[config.mk]
export PLATFORM = sky130hd
export DESIGN_NAME = leaderboard_scanner_flat
export DESIGN_NICKNAME = d
export VERILOG_FILES = /design/src/rtl/leaderboard_scanner_pkg.sv /design/src/rtl/leaderboard_scanner_if.sv /design/src/rtl/leaderboard_scanner_bin2bcd_seq.sv /design/src/rtl/leaderboard_scanner.sv /design/src/flat_wrapper.sv
export SDC_FILE = /design/constraint.sdc
export NUM_CORES = 1
export LEC_CHECK = 0
export ABC_AREA = 1
export ABC_CLOCK_PERIOD_IN_PS = 4150
export CORE_UTILIZATION = 45
export CTS_CLUSTER_DIAMETER = 80
export DETAILED_ROUTE_END_ITERATION = 10
export GPL_TIMING_DRIVEN = 0
export PLACE_DENSITY = 0.68
export SLEW_MARGIN = 10
export SYNTH_ARGS = -nofsm -noshare
export SYNTH_HDL_FRONTEND = slang
export SYNTH_HIERARCHICAL = 1
export SYNTH_SLANG_ARGS = --single-unit
export TNS_END_PERCENT = 5
[constraint.sdc]
create_clock -name clk -period 4.15 [get_ports clk]
set_clock_uncertainty 0.2 [all_clocks]
set_input_delay 0.6225 -clock clk [delete_from_list [all_inputs] [get_ports clk]]
set_output_delay 0.6225 -clock clk [all_outputs]
set_load 0.05 [all_outputs]
[src/rtl/leaderboard_scanner_pkg.sv]
// Shared definitions for the leaderboard read-side scanner: widths, rank
// encoding, FSM states and the double-dabble step used by the converter.
package leaderboard_scanner_pkg;

    localparam int SCORE_W = 8;
    localparam int BCD_W   = 4;
    // Working register of the converter: three BCD digits above the binary.
    localparam int CONV_W  = 3 * BCD_W + SCORE_W;
    // One shift per binary bit.
    localparam int ITER_N  = SCORE_W;

    // Rank encoding: 0 = nothing shown, 1..3 = leaderboard places.
    localparam logic [1:0] RANK_NONE = 2'd0;
    localparam logic [1:0] RANK_1    = 2'd1;
    localparam logic [1:0] RANK_2    = 2'd2;
    localparam logic [1:0] RANK_3    = 2'd3;

    typedef enum logic [1:0] {
        ST_IDLE = 2'd0,
        ST_CONV = 2'd1,
        ST_SHOW = 2'd2
    } state_t;

    // Corrects one BCD nibble so that the following left shift carries
    // properly into the next decimal digit.
    function automatic logic [BCD_W-1:0] add3_if_ge5(input logic [BCD_W-1:0] n);
        return (n >= 4'd5) ? (n + 4'd3) : n;
    endfunction

    // One double-dabble iteration: fix up every BCD nibble, then shift left.
    function automatic logic [CONV_W-1:0] dabble_step(input logic [CONV_W-1:0] w);
        logic [CONV_W-1:0] a;
        a = w;
        a[SCORE_W + 2*BCD_W +: BCD_W] = add3_if_ge5(w[SCORE_W + 2*BCD_W +: BCD_W]);
        a[SCORE_W + BCD_W   +: BCD_W] = add3_if_ge5(w[SCORE_W + BCD_W   +: BCD_W]);
        a[SCORE_W           +: BCD_W] = add3_if_ge5(w[SCORE_W           +: BCD_W]);
        return {a[CONV_W-2:0], 1'b0};
    endfunction

endpackage

[src/rtl/leaderboard_scanner_if.sv]
// Bus between the leaderboard/prescaler side and the score display side.
//
// Signalling: start is level-sampled only while the scanner is idle (busy=0)
// and ignored otherwise; stop aborts any scan and wins over start and tick;
// tick is a one-cycle strobe. On the output side, valid=1 qualifies
// bcd_h/t/o as the stable score of the place given by rank; while valid=0
// the digits must not be consumed. dbg_state mirrors the FSM state.
interface leaderboard_scanner_if;
    import leaderboard_scanner_pkg::*;

    logic [SCORE_W-1:0] score1;
    logic [SCORE_W-1:0] score2;
    logic [SCORE_W-1:0] score3;
    logic               start;
    logic               stop;
    logic               tick;
    logic [1:0]         rank;
    logic [BCD_W-1:0]   bcd_h;
    logic [BCD_W-1:0]   bcd_t;
    logic [BCD_W-1:0]   bcd_o;
    logic               valid;
    logic               busy;
    state_t             dbg_state;

    modport master (
        output score1, score2, score3, start, stop, tick,
        input  rank, bcd_h, bcd_t, bcd_o, valid, busy, dbg_state
    );

    modport slave (
        input  score1, score2, score3, start, stop, tick,
        output rank, bcd_h, bcd_t, bcd_o, valid, busy, dbg_state
    );

endinterface

[src/rtl/leaderboard_scanner_bin2bcd_seq.sv]
// Sequential binary-to-BCD converter (shift-add-3), one iteration per clock.
// load restarts a conversion; done rises after the eighth iteration and
// stays high until the next load.
module bin2bcd_seq
    import leaderboard_scanner_pkg::*;
(
    input  logic               clk,
    input  logic               reset,
    input  logic               load_i,
    input  logic [SCORE_W-1:0] bin_i,
    output logic               done_o,
    output logic [BCD_W-1:0]   bcd_h_o,
    output logic [BCD_W-1:0]   bcd_t_o,
    output logic [BCD_W-1:0]   bcd_o_o
);

    localparam logic [2:0] ITER_LAST = 3'(ITER_N - 1);

    logic [CONV_W-1:0] work_q, work_d;
    logic [2:0]        iter_q, iter_d;
    logic              run_q, run_d;
    logic              done_q, done_d;

    // Next-state: load seeds the working register, otherwise iterate while running.
    always_comb begin
        work_d = work_q;
        iter_d = iter_q;
        run_d  = run_q;
        done_d = done_q;
        if (load_i) begin
            work_d = {{(3*BCD_W){1'b0}}, bin_i};
            iter_d = 3'd0;
            run_d  = 1'b1;
            done_d = 1'b0;
        end else if (run_q) begin
            work_d = dabble_step(work_q);
            iter_d = iter_q + 3'd1;
            if (iter_q == ITER_LAST) begin
                run_d  = 1'b0;
                done_d = 1'b1;
            end
        end
    end

    // Converter registers with synchronous reset.
    always_ff @(posedge clk) begin
        if (reset) begin
            work_q <= '0;
            iter_q <= '0;
            run_q  <= 1'b0;
            done_q <= 1'b0;
        end else begin
            work_q <= work_d;
            iter_q <= iter_d;
            run_q  <= run_d;
            done_q <= done_d;
        end
    end

    assign done_o  = done_q;
    assign bcd_h_o = work_q[SCORE_W + 2*BCD_W +: BCD_W];
    assign bcd_t_o = work_q[SCORE_W + BCD_W   +: BCD_W];
    assign bcd_o_o = work_q[SCORE_W           +: BCD_W];

endmodule

[src/rtl/leaderboard_scanner.sv]
// Leaderboard scanner top: snapshots the three scores, converts each to BCD
// and holds each place on the outputs for DWELL prescaler ticks.
module leaderboard_scanner
    import leaderboard_scanner_pkg::*;
#(
    parameter int unsigned DWELL      = 4,
    parameter bit          CONTINUOUS = 1'b0
) (
    input  logic                 clk,
    input  logic                 reset,
    leaderboard_scanner_if.slave bus
);

    // A rank is released on the tick that would bring the count to DWELL.
    localparam logic [7:0] DWELL_LAST = 8'(DWELL - 1);

    state_t             state_q, state_d;
    logic [1:0]         rank_q, rank_d;
    logic [BCD_W-1:0]   bcd_h_q, bcd_h_d;
    logic [BCD_W-1:0]   bcd_t_q, bcd_t_d;
    logic [BCD_W-1:0]   bcd_o_q, bcd_o_d;
    logic               valid_q, valid_d;
    logic               busy_q, busy_d;
    logic [SCORE_W-1:0] snap1_q, snap1_d;
    logic [SCORE_W-1:0] snap2_q, snap2_d;
    logic [SCORE_W-1:0] snap3_q, snap3_d;
    logic [7:0]         dwell_q, dwell_d;

    logic               conv_load;
    logic [SCORE_W-1:0] conv_bin;
    logic               conv_done;
    logic [BCD_W-1:0]   conv_h, conv_t, conv_o;

    bin2bcd_seq u_conv (
        .clk     (clk),
        .reset   (reset),
        .load_i  (conv_load),
        .bin_i   (conv_bin),
        .done_o  (conv_done),
        .bcd_h_o (conv_h),
        .bcd_t_o (conv_t),
        .bcd_o_o (conv_o)
    );

    // Next-state and output logic of the scan FSM; stop overrides tick and start.
    always_comb begin
        state_d   = state_q;
        rank_d    = rank_q;
        bcd_h_d   = bcd_h_q;
        bcd_t_d   = bcd_t_q;
        bcd_o_d   = bcd_o_q;
        valid_d   = valid_q;
        busy_d    = busy_q;
        snap1_d   = snap1_q;
        snap2_d   = snap2_q;
        snap3_d   = snap3_q;
        dwell_d   = dwell_q;
        conv_load = 1'b0;
        conv_bin  = '0;

        case (state_q)
            ST_IDLE: begin
                if (bus.start && !bus.stop) begin
                    snap1_d   = bus.score1;
                    snap2_d   = bus.score2;
                    snap3_d   = bus.score3;
                    rank_d    = RANK_1;
                    conv_load = 1'b1;
                    conv_bin  = bus.score1;
                    busy_d    = 1'b1;
                    state_d   = ST_CONV;
                end
            end

            ST_CONV: begin
                if (bus.stop) begin
                    state_d = ST_IDLE;
                    rank_d  = RANK_NONE;
                    valid_d = 1'b0;
                    busy_d  = 1'b0;
                end else if (conv_done) begin
                    bcd_h_d = conv_h;
                    bcd_t_d = conv_t;
                    bcd_o_d = conv_o;
                    valid_d = 1'b1;
                    dwell_d = 8'd0;
                    state_d = ST_SHOW;
                end
            end

            ST_SHOW: begin
                if (bus.stop) begin
                    state_d = ST_IDLE;
                    rank_d  = RANK_NONE;
                    valid_d = 1'b0;
                    busy_d  = 1'b0;
                end else if (bus.tick) begin
                    if (dwell_q == DWELL_LAST) begin
                        // Dwell expired: this tick is consumed by the advance.
                        valid_d = 1'b0;
                        dwell_d = 8'd0;
                        if (rank_q != RANK_3) begin
                            rank_d    = rank_q + 2'd1;
                            conv_load = 1'b1;
                            conv_bin  = (rank_q == RANK_1) ? snap2_q : snap3_q;
                            state_d   = ST_CONV;
                        end else if (CONTINUOUS) begin
                            snap1_d   = bus.score1;
                            snap2_d   = bus.score2;
                            snap3_d   = bus.score3;
                            rank_d    = RANK_1;
                            conv_load = 1'b1;
                            conv_bin  = bus.score1;
                            state_d   = ST_CONV;
                        end else begin
                            // Last place done: digits keep their final value.
                            rank_d  = RANK_NONE;
                            busy_d  = 1'b0;
                            state_d = ST_IDLE;
                        end
                    end else begin
                        dwell_d = dwell_q + 8'd1;
                    end
                end
            end

            default: begin
                state_d = ST_IDLE;
                rank_d  = RANK_NONE;
                valid_d = 1'b0;
                busy_d  = 1'b0;
            end
        endcase
    end

    // State and output registers; reset clears everything including the snapshot.
    always_ff @(posedge clk) begin
        if (reset) begin
            state_q <= ST_IDLE;
            rank_q  <= RANK_NONE;
            bcd_h_q <= '0;
            bcd_t_q <= '0;
            bcd_o_q <= '0;
            valid_q <= 1'b0;
            busy_q  <= 1'b0;
            snap1_q <= '0;
            snap2_q <= '0;
            snap3_q <= '0;
            dwell_q <= '0;
        end else begin
            state_q <= state_d;
            rank_q  <= rank_d;
            bcd_h_q <= bcd_h_d;
            bcd_t_q <= bcd_t_d;
            bcd_o_q <= bcd_o_d;
            valid_q <= valid_d;
            busy_q  <= busy_d;
            snap1_q <= snap1_d;
            snap2_q <= snap2_d;
            snap3_q <= snap3_d;
            dwell_q <= dwell_d;
        end
    end

    assign bus.rank      = rank_q;
    assign bus.bcd_h     = bcd_h_q;
    assign bus.bcd_t     = bcd_t_q;
    assign bus.bcd_o     = bcd_o_q;
    assign bus.valid     = valid_q;
    assign bus.busy      = busy_q;
    assign bus.dbg_state = state_q;

endmodule

[src/flat_wrapper.sv]
// flat-port wrapper written by rule: the top's interface ports become plain ports
module leaderboard_scanner_flat import leaderboard_scanner_pkg::*;
#(
    parameter int unsigned DWELL      = 4,
    parameter bit          CONTINUOUS = 1'b0
)
  (clk, reset, bus_score1, bus_score2, bus_score3, bus_start, bus_stop, bus_tick, bus_rank, bus_bcd_h, bus_bcd_t, bus_bcd_o, bus_valid, bus_busy, bus_dbg_state);
  leaderboard_scanner_if bus_i ();
  input  logic clk;
  input  logic reset;
  input wire logic [$bits(bus_i.score1)-1:0] bus_score1;
  input wire logic [$bits(bus_i.score2)-1:0] bus_score2;
  input wire logic [$bits(bus_i.score3)-1:0] bus_score3;
  input wire logic [$bits(bus_i.start)-1:0] bus_start;
  input wire logic [$bits(bus_i.stop)-1:0] bus_stop;
  input wire logic [$bits(bus_i.tick)-1:0] bus_tick;
  output wire logic [$bits(bus_i.rank)-1:0] bus_rank;
  output wire logic [$bits(bus_i.bcd_h)-1:0] bus_bcd_h;
  output wire logic [$bits(bus_i.bcd_t)-1:0] bus_bcd_t;
  output wire logic [$bits(bus_i.bcd_o)-1:0] bus_bcd_o;
  output wire logic [$bits(bus_i.valid)-1:0] bus_valid;
  output wire logic [$bits(bus_i.busy)-1:0] bus_busy;
  output wire logic [$bits(bus_i.dbg_state)-1:0] bus_dbg_state;
  assign bus_i.score1 = bus_score1;
  assign bus_i.score2 = bus_score2;
  assign bus_i.score3 = bus_score3;
  assign bus_i.start = bus_start;
  assign bus_i.stop = bus_stop;
  assign bus_i.tick = bus_tick;
  assign bus_rank = bus_i.rank;
  assign bus_bcd_h = bus_i.bcd_h;
  assign bus_bcd_t = bus_i.bcd_t;
  assign bus_bcd_o = bus_i.bcd_o;
  assign bus_valid = bus_i.valid;
  assign bus_busy = bus_i.busy;
  assign bus_dbg_state = bus_i.dbg_state;
  leaderboard_scanner #(.DWELL(DWELL), .CONTINUOUS(CONTINUOUS)) u_core (.clk(clk), .reset(reset), .bus(bus_i));
endmodule
Word level (Yosys, flattened, before mapping)
Index checks and enable logic that the tools add are counted.
{"block": "op_classes", "n_addsub": 6, "magnitude_cmp": 3, "eq_ne": 16, "muxes": 54, "bitwise_logic": 2, "n_reduce_logical": 14}
{"cell": "8-bit 2-to-1 mux", "n": 13}
{"cell": "8-bit one-hot mux with 2 select lines", "n": 2}
{"cell": "2-bit 2-to-1 mux", "n": 11}
{"cell": "1-bit 2-to-1 mux", "n": 20}
{"cell": "4-bit by 3-bit >= comparator with 1-bit output, second input constant", "n": 3}
{"cell": "2-bit != test, second input constant", "n": 6}
{"cell": "2-bit one-hot mux with 3 select lines", "n": 2}
{"cell": "4-bit AND reduction", "n": 3}
{"cell": "5-bit AND reduction", "n": 2}
{"cell": "3-bit != test, second input constant", "n": 3}
{"cell": "4-bit by 2-bit adder with 4-bit output, second input constant", "n": 2}
{"cell": "8-bit by 1-bit adder with 8-bit output, second input constant", "n": 1}
{"cell": "8-bit by 2-bit equality test with 1-bit output, second input constant", "n": 1}
{"cell": "4-bit 2-to-1 mux", "n": 2}
{"cell": "1-bit one-hot mux with 3 select lines", "n": 2}
{"cell": "2-bit by 1-bit equality test with 1-bit output, second input constant", "n": 2}
{"cell": "2-bit AND reduction", "n": 2}
{"cell": "2-bit nonzero test", "n": 2}
{"cell": "3-bit by 1-bit adder with 3-bit output, second input constant", "n": 1}
{"cell": "3-bit by 2-bit adder with 3-bit output, second input constant", "n": 1}
{"cell": "3-bit equality test, second input constant", "n": 1}
{"cell": "3-bit 2-to-1 mux", "n": 1}
{"cell": "3-bit by 2-bit != test with 1-bit output, second input constant", "n": 1}
{"cell": "3-bit AND reduction", "n": 1}
{"cell": "9 further kinds", "n": 10}
{"block": "word_totals", "register_bits": 67, "input_bits": 29, "output_inout_bits": 18, "word_cells": 110}

Longest topological paths before layout
{"block": "depth", "word_depth": 8, "depth_mapped": 13, "mapped_depth_nobuf": 12}

Modules after synthesis
Netlist, hierarchy kept.
{"mod": "leaderboard_scanner", "n_inst": 1, "cells_each": 284, "area_each_um2": 1968.1, "seq_area_each_um2": 840.8}
{"mod": "bin2bcd_seq", "n_inst": 1, "cells_each": 188, "area_each_um2": 1375.1, "seq_area_each_um2": 500.5}

Worst setup path after synthesis
No wires, ideal clock.
{"block": "synth_timing", "path_type": "register -> register", "start": "register u_core.state_q[0] (netlist: u_core/bus.dbg_state[0])", "end": "register u_core.u_conv.work_q[2]", "setup_time_ns": 0.118, "arrival_time_ns": 1.868, "required_time_ns": 3.832, "setup_slack_ns": 1.964, "stages_incl_launch_ff": 12, "path_buffers": 2, "synth_period_minus_slack_ns": 2.186, "path_cell_list": "dfxtp_1 > nor2_1 > inv_2 > nor2_4 > inv_2 > buf_2 > nand2_1 > buf_6 > nor2_2 > inv_2 > o221ai_1 > nor2_1"}
{"block": "synth_between", "elab_chain_len": 3, "elab_cells_between_ends": 6, "cone_classes": "eq/ne (1); mux (3); reduce/logical (2)"}
{"item": "start: declaration", "line_no": "leaderboard_scanner.sv:17", "text": "state_t state_q, state_d;"}
{"item": "start signal: assignment", "line_no": "leaderboard_scanner.sv:151", "text": "state_q <= state_d;"}
{"item": "2-bit equality test / 2-bit zero test (equally long branches)", "line_no": "leaderboard_scanner.sv:61", "text": "case (state_q)"}
{"item": "1-bit one-hot mux with 2 select lines *", "line_no": "leaderboard_scanner.sv:61"}
{"item": "net u_core.conv_load", "line_no": "leaderboard_scanner.sv:29", "text": "logic conv_load;"}
{"item": "8-bit 2-to-1 mux / 2-bit nonzero test (equally long branches)"}
{"item": "end signal: assignment", "line_no": "leaderboard_scanner_bin2bcd_seq.sv:53", "text": "work_q <= work_d;"}
{"item": "end: declaration", "line_no": "leaderboard_scanner_bin2bcd_seq.sv:19", "text": "logic [CONV_W-1:0] work_q, work_d;"}
The timed path passes the listed nets; every way through them passes the cells marked *.
A chain may end at the register's enable or synchronous reset.

Worst setup path after layout
{"block": "layout_timing", "start": "input port bus_stop", "end": "register u_core.u_conv.work_q[14]"}
{"block": "layout_between", "elab_chain_len": 5, "elab_cells_between_ends": 6, "cone_classes": "mux (3); reduce/logical (3)"}
{"item": "start: declaration", "line_no": "flat_wrapper.sv:15", "text": "input wire logic [$bits(bus_i.stop)-1:0] bus_stop;"}
{"item": "1-bit zero test", "line_no": "leaderboard_scanner.sv:63", "text": "if (bus.start && !bus.stop) begin"}
{"item": "1-bit logical AND", "line_no": "leaderboard_scanner.sv:63"}
{"item": "1-bit 2-to-1 mux", "line_no": "leaderboard_scanner.sv:63"}
{"item": "1-bit one-hot mux with 2 select lines *", "line_no": "leaderboard_scanner.sv:61"}
{"item": "net u_core.conv_load", "line_no": "leaderboard_scanner.sv:29"}
{"item": "2-bit OR reduction (no line) *"}
Marks and branches as above.

==> impl_metrics.yaml <==
run_status:
  run_status: "complete, no violations"
finish:
  area_delta_synth_final_pct: 25.37
  layout-drive-gt1-share_pct: 11.42
  layout.core_utilization_pct: 58.10
  final_cell_mix: "96 x nor2_1, 82 x nand2_1, 67 x dfxtp_1"
  total_number_of_nets_in_the_final_design: 569
  n_antenna_cell: 0
  commonest_non_fill_non_tap_cell_in_the_layout: "nor2_1"
  stdcell_count: 633
detailed_routing:
  route.antenna.remaining_nets: 0
  drt_wl_total_microns: 7453
  dr.pass1.iters: 4
  route.detailed.vias_per_inst: 4.872
  wl_per_cell_microns: 11.77
  drt_first_iter_violations: 130
  num_vias: 3084
  drt_drc_violations_left: 0
worst_setup_path:
  timing.critical_path.to_type: "flip-flop"
  reg2reg_from: "u_core/dwell_q[0]"
  critical_path_class: "input port to flip-flop"
  worst-path-max-fanout: 10
  crit_end: "u_core/u_conv/work_q[14]"
  reg2reg_depth: 13
  crit_required_ps: 4240
  rr_endpoint: "u_core/u_conv/work_q[14]"
  critical_path.startpoint: "bus_stop"
  critical_path_arrival_ps: 2700
  critical_path.startpoint_type: "input port"
  r2r_setup_slk_ps: 1930
die:
  io-pin-count: 47
  dieWidth_microns: 88.20
  die_height_microns: 88.20
  core_area_sq_um: 7214
  placementRows: 31
  die_area_sq_um: 7778
  start_util_pct: 46.34
logic_synthesis:
  ys_dominant_reg_cell: "dfxtp_1"
  netlist-cell-type-count: 30
  netlist_instances: 472
  postSynthNetCount: 512
  synth_enable_flop_cells: 0
  synth_area_per_cell_sq_um: 7.083
  proportion_of_register_bits_with_asynchronous_set_or_reset_after_synthesis_pct: 0
  ys_ff_latch: 67
  synth-warning-count: 6
  synth-seq-area-share_pct: 40.12
  mappedNetlistArea_sq_um: 3343
sta:
  setup-violations-final: 0
  setup_tns_ps: 0
  final_hold_viol_count: 0
  post-route-period-util_pct: 62.72
  worst_slew_pin_slew_ps: 631.1
  max_frequency_mhz: 384.2
  drv_slew: 0
  maxSlewHeadroom_pct: 57.93
  rsz_0062_raised_after_global_routing: "false"
  min_period_ps: 2603
  postLayoutSetupSlackWorst_ps: 1547
global_routing:
  wire_length_of_the_first_global_routing_pass_microns: 12830
  grt_overflow_total: 0
  grt_antenna_before_repair: 0
  first_global_vias: 2869
  grt_util_all_layers_pct: 21.40
  grt_start_max_net_pins: 13
clock_network:
  cts_made_buffers: 9
  maximum_level_of_the_cts_h_tree: 3
  cts.repair.resized: 0
  cts_tree: "built"
  post_cts_hold_buffer_count: 0
  worstSkewPairLatency_ps: 350
  ctsLongestPathBuffers: 2
  clockRootBuffer: "clkbuf_8"
  clock-sinks: 67
  cts.repair_timing.setup_buffer_count: 0
  clkTransAtPathRegs_ps: 70
placement:
  portBuffers: 46
  gp_congestion: 0.8993
  place_ws_ps: 1199
  number_of_placed_cells_counting_well_taps: 617
  place.detailed.hpwl_microns: 5587
pwr:
  ir_drop_mv: 0.2224
  total_leakage_power_nw: 1.789
  powerDensity_nw_per_um2: 379.2
hold_path:
  holdCritPathClass: "flip-flop to flip-flop"
flow_run:
  drv.max_cap_violation_count: 0
[through the flow]
| step | instance area, sq um | power, mW | hold slack [ps] |
|---|---|---|---|
| floorplan | 3343 | 0.8202 | 241.9 |
| global placement | 3928 | 0.8833 | 235.1 |
| detailed placement | 3928 | 0.8866 | 247.5 |
| CTS | 4192 | 1.605 | 259.2 |
| global route | 4192 | 1.662 | 278.6 |
| finish | 4192 | 1.589 | 254.3 |
[critical path, cell delays in order]
cell and delay (ps):
clkdlybuf4s50_1 600, inv_2 70, nand2_1 120, nor2_4 80, inv_2 130, buf_2 250
nand2_1 120, nor2_1 190, inv_1 150, buf_6 170, nor2_1 90, nand2_1 60
inv_1 40
[flip-flops by register name, summed over array words and instances (netlist names)]
name                  cells
u_core/bus.bcd_o          4
u_core/snap2_q            8
u_core/bus.bcd_h          4
u_core/snap3_q            8
u_core/u_conv/iter_q      3
u_core/u_conv/work_q     20
u_core/bus.valid          1
u_core/u_conv/done_o      1
u_core/dwell_q            8
u_core/u_conv/run_q       1
u_core/bus.dbg_state      2
u_core/bus.bcd_t          4
u_core/bus.busy           1
u_core/bus.rank           2
[per-layer routing]
metal	wire (microns)	GRT usage, %	up-vias
met5	0	0	-
met4	96	8.065	0
met3	303	3.487	10
met2	3517	35.52	52
met1	3534	27.88	1390
li1	-	-	1632
[where the power goes]
part	leakage [nW]	total [mW]	switching [mW]	internal, mW
clock network	0.125	0.717	0.258	0.459
registers	0.546	0.689	0.0187	0.671
logic	1.12	0.183	0.103	0.0802
total	1.79	1.59	0.380	1.21
[cell families (layout without fill, tap and decap cells)]
group           Yosys count  after routing  synth area share, %
xor+xnor                  2              2               0.5240
simple gates            225            225                27.92
compound gates           79             79                13.29
flops                    67             67                40.12
mux                       8              8                2.395
fa+ha+maj                11             11                4.117
buf+inv                  80            142                11.64
[how the worst min path moves through the flow]
stage,end,slack [ps],from,depth (start not counted)
floorplan,u_core/u_conv/iter_q[1],240,u_core/u_conv/iter_q[1],2
CTS,u_core/bus.valid,260,u_core/bus.valid,2
global placement,u_core/bus.valid,240,u_core/bus.valid,2
global route,u_core/bus.valid,280,u_core/bus.valid,2
finish,u_core/bus.valid,250,u_core/bus.valid,2
detailed placement,u_core/bus.valid,250,u_core/bus.valid,2
[cell usage after synthesis (2+ instances only)]
cell type   n  share of area, %
nor2_1     96                11
ha_1       11               4.1
dfxtp_1    67                40
clkbuf_1    4              0.45
nand3_1    26               3.9
o221ai_1    6               1.6
a21oi_2     3              0.79
inv_1      42               4.7
buf_6       4               1.3
nand2_1    82               9.2
nand2_2     2              0.37
nand4_1     6               1.1
nor3_1      7               1.0
a21oi_1    15               2.2
o21ai_2     2              0.52
o21ai_0    32               4.8
nand3_2     2              0.60
inv_2      10               1.1
buf_4      14               3.1
buf_2       5              0.75
o21ai_1    18               2.7
mux2i_1     8               2.4
nor2_2      2              0.37
a211oi_1    2              0.45
[final cells by class]
cell class | instances | area [sq um]
clock inverters | 7 | 140.1
fillers | 691 | 3023
multi-input cells | 325 | 1613
flip-flops and latches | 67 | 1341
plain buffers | 27 | 190.2
well taps | 99 | 123.9
clock buffers | 9 | 123.9
repair buffers | 46 | 460.4
inverters | 53 | 198.9
Power figures use the tool's default switching activity.
